### src/rtl/adc_scan_pkg.sv
// Shared types and constants for the ADC row-scan sequencer.
package adc_scan_pkg;

  typedef enum logic [2:0] {
    ST_IDLE    = 3'd0,
    ST_SETTLE  = 3'd1,
    ST_CONVERT = 3'd2,
    ST_OUTPUT  = 3'd3,
    ST_DONE    = 3'd4
  } scan_state_e;

  localparam int              RES_W        = 8;
  localparam logic [RES_W-1:0] TIMEOUT_FILL = 8'hFF;

endpackage

### src/rtl/scan_delay_counter.sv
// Loadable down-counter that times the row settle window and the conversion timeout.
module scan_delay_counter #(
  parameter int WIDTH = 8
) (
  input  logic             clk,
  input  logic             rst_n,
  input  logic             load,
  input  logic             dec,
  input  logic [WIDTH-1:0] load_val,
  output logic             zero
);

  logic [WIDTH-1:0] cnt_q;
  logic [WIDTH-1:0] cnt_d;

  // Next count: load wins, decrement saturates at zero.
  always_comb begin
    cnt_d = cnt_q;
    if (load) begin
      cnt_d = load_val;
    end else if (dec && (cnt_q != {WIDTH{1'b0}})) begin
      cnt_d = cnt_q - {{(WIDTH-1){1'b0}}, 1'b1};
    end else begin
      cnt_d = cnt_q;
    end
  end

  // Count register.
  always_ff @(posedge clk or negedge rst_n) begin
    if (!rst_n) begin
      cnt_q <= {WIDTH{1'b0}};
    end else begin
      cnt_q <= cnt_d;
    end
  end

  assign zero = (cnt_q == {WIDTH{1'b0}});

endmodule

### src/rtl/adc_scan_sequencer.sv
// Row-scan sequencer: settle, convert, hand off each row's ADC result, then pulse eof.
// Define SCAN_TIMEOUT_EN to add the conversion timeout and the sticky timeout_err output.
module adc_scan_sequencer
  import adc_scan_pkg::*;
#(
  parameter int ROWS           = 8,
  parameter int SETTLE_CYCLES  = 4,
  parameter int TIMEOUT_CYCLES = 300
) (
  input  logic                    clk,
  input  logic                    n_reset,
  input  logic                    start,
  input  logic                    abort,
  input  logic                    adc_update,
  input  logic [RES_W-1:0]        adc_data,
  output logic                    adc_enable,
  output logic [ROWS-1:0]         row_sel,
  output logic                    res_valid,
  input  logic                    res_ready,
  output logic [RES_W-1:0]        res_data,
  output logic [$clog2(ROWS)-1:0] res_row,
  output logic                    eof,
  output logic                    busy
`ifdef SCAN_TIMEOUT_EN
  ,
  output logic                    timeout_err
`endif
);

  localparam int ROW_W   = $clog2(ROWS);
  localparam int CNT_MAX = (TIMEOUT_CYCLES > SETTLE_CYCLES) ? TIMEOUT_CYCLES : SETTLE_CYCLES;
  localparam int CNT_W   = $clog2(CNT_MAX + 1);
  localparam logic [ROW_W-1:0] LAST_ROW    = ROW_W'(ROWS - 1);
  localparam logic [ROWS-1:0]  ROW_ONE     = {{(ROWS-1){1'b0}}, 1'b1};
  localparam logic [CNT_W-1:0] SETTLE_LOAD = CNT_W'(SETTLE_CYCLES - 1);
`ifdef SCAN_TIMEOUT_EN
  localparam logic [CNT_W-1:0] TIMEOUT_LOAD = CNT_W'(TIMEOUT_CYCLES - 1);
`endif

  logic [1:0]       rst_sync_q, rst_sync_d;
  logic             rst_n_s;
  scan_state_e      state_q, state_d;
  logic [ROW_W-1:0] row_q, row_d;
  logic [RES_W-1:0] cap_data_s;
  logic [ROW_W-1:0] cap_row_s;
  logic             cnt_load_s, cnt_dec_s, cnt_zero_s;
  logic [CNT_W-1:0] cnt_load_val_s;
  logic             adc_enable_q, adc_enable_d, res_valid_q, res_valid_d;
  logic             eof_q, eof_d, busy_q, busy_d;
  logic [ROWS-1:0]  row_sel_q, row_sel_d;
  logic [RES_W-1:0] res_data_q, res_data_d;
  logic [ROW_W-1:0] res_row_q, res_row_d;
`ifdef SCAN_TIMEOUT_EN
  logic             timeout_err_q, timeout_err_d;
`endif

  // Reset asserts asynchronously but releases two clocks after n_reset rises.
  always_comb begin
    rst_sync_d = {rst_sync_q[0], 1'b1};
  end

  // Reset release synchroniser.
  always_ff @(posedge clk or negedge n_reset) begin
    if (!n_reset) begin
      rst_sync_q <= 2'b00;
    end else begin
      rst_sync_q <= rst_sync_d;
    end
  end

  assign rst_n_s = rst_sync_q[1];

  scan_delay_counter #(.WIDTH(CNT_W)) u_delay (
    .clk      (clk),
    .rst_n    (rst_n_s),
    .load     (cnt_load_s),
    .dec      (cnt_dec_s),
    .load_val (cnt_load_val_s),
    .zero     (cnt_zero_s)
  );

  // Next-state, row advance, capture and delay-counter control.
  always_comb begin
    state_d        = state_q;
    row_d          = row_q;
    cap_data_s     = res_data_q;
    cap_row_s      = res_row_q;
    cnt_load_s     = 1'b0;
    cnt_dec_s      = 1'b0;
    cnt_load_val_s = {CNT_W{1'b0}};
`ifdef SCAN_TIMEOUT_EN
    timeout_err_d  = timeout_err_q;
`endif
    case (state_q)
      ST_IDLE: begin
        if (start && !abort) begin
          state_d        = ST_SETTLE;
          row_d          = {ROW_W{1'b0}};
          cnt_load_s     = 1'b1;
          cnt_load_val_s = SETTLE_LOAD;
`ifdef SCAN_TIMEOUT_EN
          timeout_err_d  = 1'b0;
`endif
        end else begin
          state_d = ST_IDLE;
        end
      end
      ST_SETTLE: begin
        if (abort) begin
          state_d = ST_IDLE;
        end else if (cnt_zero_s) begin
          state_d = ST_CONVERT;
`ifdef SCAN_TIMEOUT_EN
          cnt_load_s     = 1'b1;
          cnt_load_val_s = TIMEOUT_LOAD;
`endif
        end else begin
          cnt_dec_s = 1'b1;
        end
      end
      ST_CONVERT: begin
        if (abort) begin
          state_d = ST_IDLE;
        end else if (adc_update) begin
          state_d    = ST_OUTPUT;
          cap_data_s = adc_data;
          cap_row_s  = row_q;
`ifdef SCAN_TIMEOUT_EN
        end else if (cnt_zero_s) begin
          state_d       = ST_OUTPUT;
          cap_data_s    = TIMEOUT_FILL;
          cap_row_s     = row_q;
          timeout_err_d = 1'b1;
        end else begin
          cnt_dec_s = 1'b1;
        end
`else
        end else begin
          state_d = ST_CONVERT;
        end
`endif
      end
      ST_OUTPUT: begin
        // Abort still lets a simultaneous handshake consume the result.
        if (abort) begin
          state_d = ST_IDLE;
        end else if (res_ready) begin
          if (row_q < LAST_ROW) begin
            state_d        = ST_SETTLE;
            row_d          = row_q + {{(ROW_W-1){1'b0}}, 1'b1};
            cnt_load_s     = 1'b1;
            cnt_load_val_s = SETTLE_LOAD;
          end else begin
            state_d = ST_DONE;
          end
        end else begin
          state_d = ST_OUTPUT;
        end
      end
      ST_DONE: state_d = ST_IDLE;
      default: state_d = ST_IDLE;
    endcase
  end

  // Outputs are decoded from the next state so every port comes straight from a flop.
  always_comb begin
    busy_d       = (state_d != ST_IDLE);
    adc_enable_d = (state_d == ST_CONVERT);
    res_valid_d  = (state_d == ST_OUTPUT);
    eof_d        = (state_d == ST_DONE);
    res_data_d   = res_valid_d ? cap_data_s : {RES_W{1'b0}};
    res_row_d    = res_valid_d ? cap_row_s : {ROW_W{1'b0}};
    if ((state_d == ST_SETTLE) || (state_d == ST_CONVERT) || (state_d == ST_OUTPUT)) begin
      row_sel_d = ROW_ONE << row_d;
    end else begin
      row_sel_d = {ROWS{1'b0}};
    end
  end

  // State and output registers.
  always_ff @(posedge clk or negedge rst_n_s) begin
    if (!rst_n_s) begin
      state_q      <= ST_IDLE;
      row_q        <= {ROW_W{1'b0}};
      adc_enable_q <= 1'b0;
      res_valid_q  <= 1'b0;
      eof_q        <= 1'b0;
      busy_q       <= 1'b0;
      row_sel_q    <= {ROWS{1'b0}};
      res_data_q   <= {RES_W{1'b0}};
      res_row_q    <= {ROW_W{1'b0}};
`ifdef SCAN_TIMEOUT_EN
      timeout_err_q <= 1'b0;
`endif
    end else begin
      state_q      <= state_d;
      row_q        <= row_d;
      adc_enable_q <= adc_enable_d;
      res_valid_q  <= res_valid_d;
      eof_q        <= eof_d;
      busy_q       <= busy_d;
      row_sel_q    <= row_sel_d;
      res_data_q   <= res_data_d;
      res_row_q    <= res_row_d;
`ifdef SCAN_TIMEOUT_EN
      timeout_err_q <= timeout_err_d;
`endif
    end
  end

  assign adc_enable = adc_enable_q;
  assign row_sel    = row_sel_q;
  assign res_valid  = res_valid_q;
  assign res_data   = res_data_q;
  assign res_row    = res_row_q;
  assign eof        = eof_q;
  assign busy       = busy_q;
`ifdef SCAN_TIMEOUT_EN
  assign timeout_err = timeout_err_q;
`endif

endmodule
### config.mk
export PLATFORM = sky130hd
export DESIGN_NAME = adc_scan_sequencer
export DESIGN_NICKNAME = d
export VERILOG_FILES = /design/src/rtl/adc_scan_pkg.sv /design/src/rtl/scan_delay_counter.sv /design/src/rtl/adc_scan_sequencer.sv
export SDC_FILE = /design/constraint.sdc
export NUM_CORES = 1
export LEC_CHECK = 0
export ABC_AREA = 1
export ABC_CLOCK_PERIOD_IN_PS = 3200
export CAP_MARGIN = 20
export CORE_ASPECT_RATIO = 1.5
export CORE_MARGIN = 2
export CORE_UTILIZATION = 45
export CTS_BUF_LIST = sky130_fd_sc_hd__clkbuf_8
export CTS_CLUSTER_SIZE = 10
export DETAILED_ROUTE_END_ITERATION = 12
export GPL_ROUTABILITY_DRIVEN = 0
export PLACE_DENSITY_LB_ADDON = 0.25
export SYNTH_ARGS = -nofsm -noshare
export SYNTH_HDL_FRONTEND = slang
export SYNTH_SLANG_ARGS = --single-unit
### constraint.sdc
create_clock -name clk -period 3.2 [get_ports clk]
set_input_delay 0.32 -clock clk [delete_from_list [all_inputs] [get_ports clk]]
set_output_delay 0.32 -clock clk [all_outputs]
set_load 0.01 [all_outputs]
### After elaboration in Yosys (flattened, before gate mapping)

Index checks and enable logic that the tools add are counted.
W data, S select, Z words.

| operators by class | value |
|---|---|
| add/sub/neg operators | 2 |
| $lt $le $gt $ge | 1 |
| eq/ne operators | 10 |
| shift operators | 1 |
| muxes and demuxes | 38 |
| reduce and logical (&&, ||, !) cells | 11 |

Operators by type and width:

| cell | count |
|---|---|
| $mux W8 | 5 |
| $mux W3 | 13 |
| $mux W9 | 2 |
| $eq A3 B2 Y1 const B | 4 |
| $pmux W3 S4 | 1 |
| $mux W2 | 5 |
| $logic_not A9 Y1 | 1 |
| $mux W1 | 9 |
| $reduce_bool A9 Y1 | 1 |
| $sub A9 B1 Y9 const B | 1 |
| $shl A1 B3 Y8 const A | 1 |
| $eq A3 B1 Y1 const B | 2 |
| $pmux W3 S2 | 1 |
| $ne A2 B2 Y1 const B | 2 |
| $pmux W2 S2 | 1 |
| $add A3 B1 Y3 const B | 1 |
| $eq A3 B3 Y1 const B | 1 |
| $logic_not A3 Y1 | 1 |
| $lt A3 B3 Y1 const B | 1 |
| $reduce_and A3 Y1 | 1 |
| $reduce_bool A3 Y1 | 1 |
| $logic_and A1 B1 Y1 | 2 |
| $logic_or A1 B1 Y1 | 2 |
| $ne A2 B1 Y1 const B | 1 |
| 3 further kinds | 3 |

| storage, ports and cells | value |
|---|---|
| flip-flop bits (word level) | 40 |
| input port bits | 14 |

### Logic depth before layout (Yosys ltp)

| logic depth | value |
|---|---|
| depth in word-level cells | 9 |
| mapped depth | 10 |
| mapped depth without buffers | 10 |

### Hierarchy

From an unflattened synthesis, not the netlist that was laid out.

| second synthesis, totals | value |
|---|---|
| cells, all modules | 256 |
| area, all modules | 2048.2 sq um |

Modules (own cells, without submodules):

| module | times used | cells an instance | area each (sq um) | seq. area each (sq um) |
|---|---|---|---|---|
| adc_scan_sequencer | 1 | 157 | 1388.8 | 775.7 |
| scan_delay_counter | 1 | 99 | 659.4 | 225.2 |

### Least setup slack after synthesis

OpenSTA, ideal clock, no wires.

| timing path | value |
|---|---|
| path type | register to register |
| start point | register u_delay.cnt_q[0] |
| end point | register busy_q, in the netlist busy |
| arrival time | 1.256 ns |
| data required time | 3.078 ns |
| setup slack | 1.822 ns |
| cell stages (with the launch flop) | 10 |
| path buffers | 0 |
| cells stage by stage | dfrtp_1 > inv_1 > ha_1 > inv_1 > nor2_1 > nand4_1 > nand2_2 > nand3_4 > nor2_8 > o21ai_2 |

| on the way | value |
|---|---|
| longest elaborated chain between the ends | 5 |

Ends and longest elaborated chain:

| item | line | text |
|---|---|---|
| from (decl) | scan_delay_counter.sv:13 | `logic [WIDTH-1:0] cnt_q;` |
| from (signal assigned) | scan_delay_counter.sv:31 | `cnt_q <= {WIDTH{1'b0}};` |
| from (signal assigned) | scan_delay_counter.sv:33 | `cnt_q <= cnt_d;` |
| $logic_not A9 Y1 | scan_delay_counter.sv:37 | `assign zero = (cnt_q == {WIDTH{1'b0}});` |
| $mux W3 | adc_scan_sequencer.sv:111 | `end else if (cnt_zero_s) begin` |
| $mux W3 | adc_scan_sequencer.sv:109 | `if (abort) begin` |
| $pmux W3 S4 | adc_scan_sequencer.sv:94 | `case (state_q)` |
| via state_d[0] | adc_scan_sequencer.sv:42 | `scan_state_e state_q, state_d;` |
| $reduce_bool A3 Y1 | adc_scan_sequencer.sv:167 | `busy_d = (state_d != ST_IDLE);` |
| via busy_d | adc_scan_sequencer.sv:49 | `logic eof_q, eof_d, busy_q, busy_d;` |
| to (signal assigned) | adc_scan_sequencer.sv:201 | `busy_q <= busy_d;` |
| to (decl) | adc_scan_sequencer.sv:49 |  |

The timed path passes the listed nets, and every way through them passes these cells.
A chain may end at the register's enable or synchronous reset.

### Worst setup path in the final report

| timing path | value |
|---|---|
| start point | register u_delay.cnt_q[0] |
| end point | register row_sel_q[2], in the netlist row_sel[2] |

| on the way | value |
|---|---|
| longest elaborated chain between the ends | 8 |
| elaborated cells on any way between the ends | 10 |

Ends and longest elaborated chain:

| item | line | text |
|---|---|---|
| $logic_not A9 Y1 (*) | scan_delay_counter.sv:37 |  |
| $mux W3 (*) | adc_scan_sequencer.sv:111 |  |
| $mux W3 (*) | adc_scan_sequencer.sv:109 |  |
| $pmux W3 S4 (*) | adc_scan_sequencer.sv:94 |  |
| via state_d[0] | adc_scan_sequencer.sv:42 |  |
| $eq A3 B1 Y1 or $eq A3 B2 Y1 (tied branches) | adc_scan_sequencer.sv:173 | `if ((state_d == ST_SETTLE) \|\| (state_d == ST_CONVERT) \|\| (state_d == ST_OUTPUT)) begin` |
| $logic_or A1 B1 Y1 | adc_scan_sequencer.sv:173 |  |
| $logic_or A1 B1 Y1 (*) | adc_scan_sequencer.sv:173 |  |
| $mux W8 (*) | adc_scan_sequencer.sv:173 |  |
| via row_sel_d[2] | adc_scan_sequencer.sv:50 | `logic [ROWS-1:0] row_sel_q, row_sel_d;` |
| to (signal assigned) | adc_scan_sequencer.sv:189 | `row_sel_q <= {ROWS{1'b0}};` |
| to (signal assigned) | adc_scan_sequencer.sv:202 | `row_sel_q <= row_sel_d;` |
| to (decl) | adc_scan_sequencer.sv:50 |  |

Mark *: on every way through the listed nets, which the timed path passes. The rest lies on a longest branch.

==> flow_metrics.env <==
export IMPL_placedCellCount=285
export IMPL_crit_required_ns=3.37
export IMPL_max_stage_delay_ns=0.38
export IMPL_fmax_mhz=587.7
export IMPL_grt_ovfl_total=0
export IMPL_clk_pin_slew_ns=0.07
export IMPL_fin_tns_setup_ns=0
export IMPL_area_growth_pct=23.79
export IMPL_die_w_microns=58.70
export IMPL_num_nets_final=263
export IMPL_synth_top_cells_by_area="dfrtp_1 (50%), nand3_1 (5.7%), nand2_1 (5.0%)"
export IMPL_grt_pass1_vias=1607
export IMPL_avgSynthCellArea_sq_um=9.756
export IMPL_critPathCaptureType="flop"
export IMPL_ir_worst_vdd_v=0.0003644
export IMPL_vias=1501
export IMPL_worst_slew_pin_slew_ns=0.7434
export IMPL_relSlewSlack_pct=50.44
export IMPL_cts_root_buffer="clkbuf_8"
export IMPL_antenna_found_initial=0
export IMPL_grt_max_degree=21
export IMPL_synth_warning_count=0
export IMPL_syn_cell_area_sq_um=2019
export IMPL_min_period_over_period_pct=53.17
export IMPL_cts_max_path_buffers=2
export IMPL_dp_hpwl_microns=3072
export IMPL_leakage_nw=1.164
export IMPL_synth_edf_count=0
export IMPL_async_reset_ff_share_pct=100.0
export IMPL_fin_crit_ns=1.702
export IMPL_final_core_util_pct=58.39
export IMPL_netlist_area_leader_share_pct=49.57
export IMPL_maxCapViolCount=0
export IMPL_hold_violations=0
export IMPL_coreArea_sq_um=4282
export IMPL_fin_skew_ns=0.005718
export IMPL_die_area_sq_um=5050
export IMPL_io_pins=37
export IMPL_cts_buffers=5
export IMPL_slowest_stage="dfrtp_1"
export IMPL_path_cells="inv_1 -> ha_1 -> inv_1 -> nor2_1 -> nand4_1 -> nand2_2 -> nand3_4 -> nor2_8 -> nor2_1"
export IMPL_finalMaxSlewViolations=0
export IMPL_cts_resized=0
export IMPL_drc=1
export IMPL_cts_setup_buffers=0
export IMPL_critPathTopFamily="simple AND/OR/NAND/NOR gates"
export IMPL_synth_ff_type="dfrtp_1"
export IMPL_synth_cell_types=31
export IMPL_clkLatencyLatePin_ns=0.29
export IMPL_die_h_microns=86.05
export IMPL_synth_largest_area_cell="dfrtp_1"
export IMPL_io_buffers=36
export IMPL_run_status="finished, violations left"
export IMPL_path_max_fanout=11
export IMPL_pwr_density_cell_nw_per_um2=559.1
export IMPL_firstDrtPassIters=8
export IMPL_wl_microns=3925
export IMPL_setup_violations=0
export IMPL_initial_core_util_pct=47.17
export IMPL_mostFrequentLayoutCell="dfrtp_1"
export IMPL_cts_tree="built"
export IMPL_final_layout_size_suffix_gt1_share_pct=19.03
export IMPL_grt_pass1_wl_microns=7024
export IMPL_startpoint="u_delay.cnt_q[0]"
export IMPL_clock_sinks=40
export IMPL_worst_hold_path_type="input pin to asynchronous set/reset pin"
export IMPL_ant_nets=0
export IMPL_failed_checks="design-rule violations"
export IMPL_crit_type="flop to flop"
export IMPL_wire_per_inst_microns=13.40
export IMPL_fillerInstances=377
export IMPL_rsz0062_at_grt="false"
export IMPL_ys_seq_elements=40
export IMPL_arrival_ns=1.88
export IMPL_synth_nets=224
export IMPL_worst_path_buf_inv=2
export IMPL_finalNonFillerCells=293
export IMPL_vias_per_cell=5.123
export IMPL_htreeDepth=2
export IMPL_layout_common_cells="dfrtp_1 (40), clkdlybuf4s50_1 (36), nand2_1 (27)"
export IMPL_diodes=0
export IMPL_grt_usage_pct=18.22
export IMPL_hold_buffers=0
export IMPL_drt_iter0_markers=61
export IMPL_yosysSeqAreaShare_pct=49.57
export IMPL_synthCells=207
export IMPL_fin_hold_ws_ns=0.1820
export IMPL_critPathLaunchType="flop"
export IMPL_r2r_start="u_delay.cnt_q[0]"
export IMPL_placementRows=29
[where the power goes]
part | switching, mW | internal, mW | total (mW)
registers | 0.0565 | 0.569 | 0.625
logic | 0.269 | 0.169 | 0.438
clock network | 0.164 | 0.169 | 0.334
[layer usage]
metal  part of all wire [%]  GRT usage (%)  vias to the layer above
met5                      0              0                        -
met4                    1.0          7.438                        0
met3                    2.4          3.771                        4
met2                     55          31.87                       15
met1                     41          21.25                      721
li1                       -              -                      761
[logic make-up (layout without fill, tap and decap cells)]
logic type | count (synthesis) | count (layout) | synth area share (%)
other cells | 1 | 1 | 0.1857
xor+xnor | 4 | 4 | 1.735
buf+inv | 29 | 69 | 6.443
flops | 40 | 40 | 49.57
compound gates | 21 | 21 | 9.294
fa+ha+maj | 3 | 3 | 1.859
simple gates | 109 | 109 | 30.92
[area by class of cell]
type	count	area (sq um)	share of cell area [%]
Clock buffer	6	82.58	3.303
Sequential cell	40	1001	40.04
Multi-Input combinational cell	138	888.4	35.54
Timing Repair Buffer	37	367.9	14.71
Inverter	24	95.09	3.804
Tap cell	46	57.56	2.302
Clock inverter	2	7.507	0.3003
[synthesized netlist by cell type (3+ instances only)]
cell,n
nand3_1,23
nand3_2,3
xor2_1,4
nand2_4,3
dfrtp_1,40
nor2_1,25
nand4_1,3
ha_1,3
nand3_4,3
nor2_2,5
nor2_4,3
o21ai_2,6
a32o_1,9
nand2_1,27
nand2_2,9
inv_2,4
inv_1,19
[worst paths after layout]
check | endpoint | slack, ns | cells after the start
worst max-delay path | row_sel[2] | 1.50 | 9
worst min-delay path | rst_sync_q[0] | 0.18 | 1
worst max register to register | row_sel[2] | 1.50 | 9
worst min register to register | res_row[1] | 0.31 | 0
max in group asynchronous | row_sel[4] | 2.15 | 1
min in group clk | rst_sync_q[1] | 0.36 | 0
[flip-flops by register name (all words and copies together) (netlist names)]
| name | flops |
|---|---|
| state_q | 3 |
| u_delay.cnt_q | 9 |
| adc_enable | 1 |
| busy | 1 |
| eof | 1 |
| res_valid | 1 |
| row_sel | 8 |
| res_data | 8 |
| row_q | 3 |
| rst_sync_q | 2 |
| res_row | 3 |
[metrics by stage]
step	total power [mW]	instance area [sq um]	worst slack, ns
floorplan	0.9674	2019	1.822
global placement	1.070	2410	1.234
detailed placement	1.080	2410	1.191
CTS	1.414	2500	1.482
global route	1.500	2500	1.331
finish	1.398	2500	1.498
Note: power is estimated with default switching activity, not from simulation.
==> RTL change, RTL diff (config.mk and constraints unchanged) <==
The parameter `TIMEOUT_CYCLES` goes from 300 to 150.
--- a/src/rtl/adc_scan_sequencer.sv
+++ b/src/rtl/adc_scan_sequencer.sv
@@ -6,5 +6,5 @@
   parameter int ROWS           = 8,
   parameter int SETTLE_CYCLES  = 4,
-  parameter int TIMEOUT_CYCLES = 300
+  parameter int TIMEOUT_CYCLES = 150
 ) (
   input  logic                    clk,
Check against the original RTL: same outputs for any inputs over 10 cycles, from zero or initial values and one cycle with n_reset low; that may be too few to reach the edited logic, so the function may still have changed.
==> RTL change against the unedited design <==
  * Synthesized area decreased by 7.8%
  * Die area decreased by 7.4%
  * Design area decreased by 4.3%
  * Utilization increased by 2.0 points
  * Critical path depth decreased by 2
  * Clock skew decreased by 4.2 ps
  * Global-route usage increased by 0.26 points
  * Worst setup slack got worse by 130 ps
  * Routed wire length decreased by 1.4%
  * Total power increased by 1.8%
  * Cell count increased by 4.1%
  * Sequential cell count decreased by 1
  * First-iteration DRC count decreased by 49%
  * Count of clock-buffer cells in the layout unchanged
  * Largest cell class unchanged
  * Largest power group unchanged
==> RTL change: results (changes against the unedited design) <==
- Core Util, Final: 0.6043 (was 0.5839)
- Seq pwr share: 0.417 (was 0.448)
- DP Area: 0.002271 mm² (was 0.002410 mm²)
- CP Max Fanout: 12 (was 11)
- Yosys cell types: 28 (was 31)
- Share of cells above drive strength 1: 0.1346 (was 0.1903)
- Vias per std cell: 4.987 (was 5.123)
- Post-DR wirelength/cell: 12.69 µm (was 13.40 µm)
- Final WL: 3871 µm (was 3925 µm)
- # nets final: 275 (was 263)
- First-pass GRT wire length: 6720 µm (was 7024 µm)
- Met1 wire length: 1482 µm (was 1614 µm)
- Met3 routed WL: 166 µm (was 95 µm)
- 1st-iter DRT viols: 31 (was 61)
- Synth top cells by count: dfrtp_1 (39), nand2_1 (34), inv_1 (33), nor2_1 (27), nand3_1 (21) (was dfrtp_1 (40), nand2_1 (27), nor2_1 (25), nand3_1 (23), inv_1 (19))
- Gate Count Post-Synth: 218 (was 207)
- Number of non-clock inverters: 40 (was 24)
- Comb_multi_in: 136 (was 138)
- Post-place setup slack: 1041 ps (was 1191 ps)
- Buffering overhead: 0.1538 (was 0.1471)
- Fillers: 365 (was 377)
- Pin count of the biggest net entering global routing: 38 (was 21)
- CP max-delay cell: clkdlybuf4s50_1 (was dfrtp_1)
- Clock buf/inv share: 0.05073 (was 0.03604)
- P_sw: 461.7 µW (was 490.1 µW)
- Critical Path AT: 2010 ps (was 1880 ps)
- Total track usage: 0.1848 (was 0.1822)
- Ranking of synthesized cells by area: dfrtp_1 (52%), nand2_1 (6.9%), inv_1 (6.7%) (was dfrtp_1 (50%), nand3_1 (5.7%), nand2_1 (5.0%))
- Hpwl dp: 2895 µm (was 3072 µm)
- Sequential cell area share: 0.4080 (was 0.4004)
- Status: complete, no violations (was complete, but fails checks)
- WL met2: 2149 µm (was 2174 µm)
- Max stage delay on crit path: 580 ps (was 380 ps)
- Synth Register Bits: 39 (was 40)
- Seq/Total Area, Yosys: 0.5242 (was 0.4957)
[RTL change: cell families after synthesis]
family                     Yosys count  synth area share
xor gates and xnor gates             4           0.01882
buffers and inverters               43           0.08872
DFF                                 39            0.5242
adders and majority gates            2           0.01344
AOI/OAI and AO/OA                   20           0.06654
other                                1          0.002014
and+or+nand+nor                    109            0.2863
[RTL change: per-layer routing]
metal	global-route usage	vias to the layer above
met4	0.08571	0
met1	0.1870	722
li1	-	763
met5	0	-
met3	0.04961	9
met2	0.3500	27
[RTL change: path summary, 6_finish.rpt]
check | start | end | slack [ps] | depth (start not counted)
worst max register to register | u_delay.cnt_q[0] | busy | 1380 | 10
min in group clk | rst_sync_q[0] | rst_sync_q[1] | 360 | 0
worst max-delay path | abort | busy | 1370 | 7
max in group asynchronous | rst_sync_q[1] | res_data[0] | 2590 | 1
worst min-delay path | n_reset | rst_sync_q[0] | 180 | 1
worst min register to register | rst_sync_q[1] | res_data[1] | 280 | 1
